`src/rtl/snake_input_ctrl.sv`:
```
// Snake game input front-end: button synchronise/debounce, request queueing,
// and a pausable step counter that strobes tick with the accepted direction.
module snake_input_ctrl #(
  parameter int unsigned TICK_DIV        = 67108864,
  parameter int unsigned DEBOUNCE_CYCLES = 500000
) (
  input  logic       clk,
  input  logic       rst,
  input  logic [3:0] button_n,
  input  logic       pause,
  output logic       tick,
  output logic [1:0] dir,
  output logic       pend_valid
);

  localparam int unsigned TICK_W = $clog2(TICK_DIV);
  localparam int unsigned DEB_W  = $clog2(DEBOUNCE_CYCLES + 1);
  localparam int unsigned NBTN   = 4;

  logic [NBTN-1:0]   sync1_q, sync2_q;
  logic [NBTN-1:0]   stable_q, stable_d;
  logic [DEB_W-1:0]  deb_cnt_q [NBTN];
  logic [DEB_W-1:0]  deb_cnt_d [NBTN];
  logic [NBTN-1:0]   press_c;
  logic [1:0]        req_code_c;
  logic [TICK_W-1:0] step_q, step_d;
  logic              tick_q, tick_d;
  logic [1:0]        dir_q, dir_d;
  logic [1:0]        pend_q, pend_d;
  logic              pend_valid_q, pend_valid_d;

  // Debounce: flip the stable level once the input has differed for DEBOUNCE_CYCLES edges
  always_comb begin
    stable_d = stable_q;
    press_c  = '0;
    for (int k = 0; k < int'(NBTN); k++) begin
      deb_cnt_d[k] = '0;
      if (sync2_q[k] != stable_q[k]) begin
        if (deb_cnt_q[k] == DEB_W'(DEBOUNCE_CYCLES - 1)) begin
          stable_d[k] = sync2_q[k];
          press_c[k]  = ~sync2_q[k];
        end else begin
          deb_cnt_d[k] = deb_cnt_q[k] + DEB_W'(1);
        end
      end
    end
  end

  // Lowest-index press wins when several fire together
  always_comb begin
    req_code_c = 2'b00;
    for (int k = int'(NBTN) - 1; k >= 0; k--) begin
      if (press_c[k]) req_code_c = 2'(k);
    end
  end

  // Step counter, tick strobe, and direction/pending update
  always_comb begin
    step_d       = step_q;
    tick_d       = 1'b0;
    dir_d        = dir_q;
    pend_d       = pend_q;
    pend_valid_d = pend_valid_q;
    if (!pause) begin
      if (step_q == TICK_W'(TICK_DIV - 1)) begin
        step_d = '0;
        tick_d = 1'b1;
      end else begin
        step_d = step_q + TICK_W'(1);
      end
    end
    if (tick_d) begin
      // A request that reverses the snake is dropped
      if (pend_valid_q && (pend_q != (dir_q ^ 2'b10))) dir_d = pend_q;
      pend_valid_d = 1'b0;
    end
    // A press landing on the tick edge is queued for the following tick
    if (|press_c) begin
      pend_d       = req_code_c;
      pend_valid_d = 1'b1;
    end
  end

  always_ff @(posedge clk) begin
    if (rst) begin
      sync1_q      <= '1;
      sync2_q      <= '1;
      stable_q     <= '1;
      for (int k = 0; k < int'(NBTN); k++) deb_cnt_q[k] <= '0;
      step_q       <= '0;
      tick_q       <= 1'b0;
      dir_q        <= 2'b11;
      pend_q       <= 2'b00;
      pend_valid_q <= 1'b0;
    end else begin
      sync1_q      <= button_n;
      sync2_q      <= sync1_q;
      stable_q     <= stable_d;
      for (int k = 0; k < int'(NBTN); k++) deb_cnt_q[k] <= deb_cnt_d[k];
      step_q       <= step_d;
      tick_q       <= tick_d;
      dir_q        <= dir_d;
      pend_q       <= pend_d;
      pend_valid_q <= pend_valid_d;
    end
  end

  assign tick       = tick_q;
  assign dir        = dir_q;
  assign pend_valid = pend_valid_q;

endmodule

```
`config.mk`:
```
export PLATFORM = sky130hd
export DESIGN_NAME = snake_input_ctrl
export DESIGN_NICKNAME = d
export VERILOG_FILES = /design/src/rtl/snake_input_ctrl.sv
export SDC_FILE = /design/constraint.sdc
export NUM_CORES = 1
export LEC_CHECK = 0
export BUFFER_PORTS_ARGS = -buffer_cell sky130_fd_sc_hd__buf_4
export CELL_PAD_IN_SITES_DETAIL_PLACEMENT = 0
export CELL_PAD_IN_SITES_GLOBAL_PLACEMENT = 1
export CORE_AREA = 3 3 148 150
export DETAILED_ROUTE_END_ITERATION = 7
export DIE_AREA = 0 0 151 153
export PLACE_DENSITY_LB_ADDON = 0.15
export SLEW_MARGIN = 20
export SYNTH_ARGS = -nofsm -noshare
export SYNTH_HDL_FRONTEND = slang
export SYNTH_SLANG_ARGS = --single-unit
```
`constraint.sdc`:
```
create_clock -name clk -period 2.75 [get_ports clk]
set_input_delay 0.825 -clock clk [delete_from_list [all_inputs] [get_ports clk]]
set_output_delay 0.825 -clock clk [all_outputs]
set_load 0.01 [all_outputs]
```
Word-level counts from Yosys, hierarchy flattened
Memories as Yosys holds them, arrays and structs flattened.
Cells that the tools add are included.
{"block": "word_totals", "reg_bits": 44, "mem_count": 1, "wordCells": 76, "mem_bits_rw": 76, "inputBits": 7}
{"memory": "deb_cnt_q", "depth": 4, "word_bits": 19, "rd": 4, "rd_ports_with_merged_regs": 0, "write_ports": 4, "line": "22", "rtl": "logic [DEB_W-1:0] deb_cnt_q [NBTN];"}
{"block": "op_classes", "n_eq_ne": 10, "n_bitwise": 9, "n_reduce_logical": 8, "n_mux": 32, "add_sub_neg": 5}
{"op": "19-bit 2-to-1 mux", "n": 12}
{"op": "19-bit by 1-bit adder with 19-bit output (second input constant)", "n": 4}
{"op": "19-bit == test (second input constant)", "n": 4}
{"op": "26-bit by 1-bit adder with 26-bit output (second input constant)", "n": 1}
{"op": "26-bit == test (second input constant)", "n": 1}
{"op": "26-bit 2-to-1 mux", "n": 1}
{"op": "1-bit 2-to-1 mux", "n": 15}
{"op": "2-bit AND reduction", "n": 5}
{"op": "2-bit 2-to-1 mux", "n": 4}
{"op": "1-bit inverter", "n": 5}
{"op": "1-bit inequality test", "n": 4}
{"op": "1-bit bitwise OR", "n": 4}
{"op": "4-bit OR reduction", "n": 1}
{"op": "2-bit inequality test", "n": 1}
{"op": "2-bit nonzero test", "n": 1}
{"op": "1-bit logical AND", "n": 1}

Longest topological paths before layout
{"block": "depth", "word_depth": 7, "depth_mapped": 9, "mapped_depth_nobuf": 6}

Worst setup path before layout
Ideal clock, no wire load.
{"block": "synth_timing", "path_kind": "in2reg", "from": "input port pause", "to": "register step_q[24]", "slack_ps": 681, "path_stages": 5, "arrival_ps": 1941, "setup_ps": 128, "path_buffers": 0, "path_cell_list": "nand4b_1 nor4_1 nor3b_1 xnor2_1 nor2_1"}
{"item": "from (decl)", "line": "10", "rtl": "input logic pause,"}
{"item": "to (signal assigned)", "line": "100", "rtl": "step_q <= step_d;"}
{"item": "to (decl)", "line": "26", "rtl": "logic [TICK_W-1:0] step_q, step_d;"}

==> key figures <==
Outcome
  – Status: finished, final reports clean

Power and ir drop
  – Total Power: 4.18 mW
  – PwrDens: 677 mW/mm2
  – LEAKAGE: 2.00 nW
  – VDD IR max: 0.359 mV

Placement
  – Global placement routability congestion: 0.715
  – Post-DP HPWL: 7110 um
  – Worst slack at placement: 0.395 ns
  – PortBufs: 10

Clock tree
  – H-Tree Level Count: 4
  – Clock Sinks: 120
  – Root buffer cell: clkbuf_16
  – PostCTS Resize Cnt: 0
  – Worst skew pair latency: between 0.4 and 0.5 ns
  – Clk pin slew, worst setup/hold paths: ~0.05 ns
  – CTS tree: done
  – Cts hold-fix bufs: 0
  – # Post-CTS Setup Buffers: 0
  – TritonCTS buffer count: 17
  – Bufs on Longest Clock Path: 2

Layout
  – N_diodes: 0
  – Nets: ~620
  – Synthesis-to-finish area growth: 19.2%
  – Share of cells above drive strength 1: 9.76%
  – Fill count: about 2.2k

Critical path
  – Crit Path Category: reg2reg
  – Worst EP required: 3.02 ns
  – CP max FO: 19
  – CP endpoint kind: flop
  – Arr. time, crit path: 2.32 ns
  – Startpoint class of the critical path: flop

STA
  – Final hold vios: 0
  – Tmin final: around 2.1 ns
  – Final setup violation count: 0
  – Fin Clk Skew: 0.00932 ns
  – Setup ws final: ~0.69 ns
  – Slew @ Worst Pin: 0.747 ns
  – Max-slew headroom: 49.7%
  – Max-slew violations: 0
  – Fmax: 486 MHz
  – RSZ-0062 raised after global routing: no
  – Period utilization: 74.8%
  – Post-Route Setup TNS: 0 ns

Logic synthesis
  – Synth Warn #: 0
  – Most frequent cell after synthesis: nor2_1
  – Unique masters post-synth: 45
  – Post-synth EDFFs: 0
  – Synth area leaders: dfxtp_1 46%, nor2_1 9.1%, xor2_1 8.6%
  – Most used DFF post-synth: dfxtp_1
  – Yosys top cell area share: 46.4%
  – Post-synth top cells: 125 x nor2_1, 120 x dfxtp_1, 51 x xor2_1
  – Mapped cell area: 0.00518 mm2
  – Avg Cell Area, Syn: 8.86 um2
  – Mapped Cells: 584
  – Sequential area share after synthesis: 46.4%
  – FFs w/ async S/R, synth: 0%
  – Post-Syn Nets: 596
  – Yosys top cell by area: dfxtp_1
  – Post-synthesis sequential element count: 120

Routing
  – Post-Route M1 WL: 5230 um
  – DRT iter0 DRCs: between 150 and 200
  – Vias per cell: 4.29
  – Routed wl met3: 341 um
  – DR DRC count: 0
  – DR WL met2: approximately 4700 um
  – Max layer used: met4
  – TritonRoute pass-1 iters: 4
  – WL per Instance: approximately 12 um
  – Routed Antenna Nets: 0
  – Vias: 3815
  – DRT Wirelength: 10400 um

Global route
  – Vias in the first global route: 3855
  – Grt ovf: 0
  – First-pass GRT wire length: approximately 18000 um
  – Antenna violations before repair: 0
  – GR Util All Layers: 9.82%
  – Largest net degree at the start of global routing: 28

Floorplanning
  – Std cell rows: 53
  – Core area: 0.0208 mm2
  – Die W: 151 um
  – Die area: 0.0231 mm2
  – Die Ht: approximately 150 um
  – IO Pins: 11
  – Starting Density: 24.9%

Job
  – Total of max-cap violations: 0

Min path
  – HP Class: reg2reg
through the flow:
step	cell area (um2)	hold slack (ns)	cells	util, %
finish	6170	0.408	890	29.6
global route	6170	0.424	890	29.6
CTS	6170	0.409	890	29.6
detailed placement	5540	0.394	859	26.6
global placement	5540	0.394	859	26.6
floorplan	5180	0.389	584	-
flip-flops by register name (all words and copies together) (netlist names):
register	cells
deb_cnt_q	76
step_q	26
stable_q	4
sync1_q	4
sync2_q	4
dir	2
pend_q	2
pend_valid	1
tick	1
layout by cell type, fill, tap and decap left out, types with 14 or more instances in the layout:
cell type    n
nor2_1     125
dfxtp_1    120
xor2_1      51
xnor2_1     45
nand2_1     40
nand3_1     37
nand4_1     26
nor3_1      17
clkbuf_16   17
buf_4       15
inv_1       14
layout make-up:
| cell class | count | area [um2] | area share (%) |
|---|---|---|---|
| clock buffer | 22 | 484 | 7.85 |
| inverter | 14 | 52.6 | 0.851 |
| tap | 275 | 344 | 5.57 |
| sequential | 120 | 2400 | 38.9 |
| clock inverter | 9 | 145 | 2.35 |
| timing repair buffer | 15 | 113 | 1.82 |
| multi-input combinational | 435 | 2630 | 42.6 |
power breakdown:
part | internal, mW | switching, mW | leakage, nW | total (mW)
Combinational | 0.0198 | 0.0307 | 0.713 | 0.0505
Sequential | 1.75 | 0.00634 | 0.969 | 1.76
Clock | 1.60 | 0.772 | 0.316 | 2.37
critical path, cell delays in order (launching register included):
cell     delay [ns]
dfxtp_1        0.36
nor4b_1        0.40
nand4_1        0.21
nor2_1         0.24
or3_1          0.58
nor2_1         0.12
worst paths after layout:
check,slack (ns),start,endpoint,cells after the start
max,0.69,deb_cnt_q[2][7],deb_cnt_q[2][10],5
min,0.41,sync1_q[0],sync2_q[0],1
max reg2reg,0.69,deb_cnt_q[2][7],deb_cnt_q[2][10],5
min reg2reg,0.41,sync1_q[0],sync2_q[0],1
routing by layer:
layer,vias to the layer above,global-route usage (%)
li1,2011,-
met1,1762,12.5
met2,30,15.1
met3,12,3.62
met4,0,3.76
met5,-,0
cells by family (layout without fill, tap and decap cells):
kind of cell             after synthesis  in the layout  synth area share (%)
multiplexers                           1              1                 0.193
buffers and inverters                 29             60                  2.76
AO/OA/AOI/OAI                         15             15                  2.42
flip-flops                           120            120                  46.4
XOR/XNOR                              96             96                  16.2
adder cells (fa/ha/maj)                5              5                  1.21
AND/OR/NAND/NOR                      318            318                  30.8
Power figures use the tool's default switching activity.
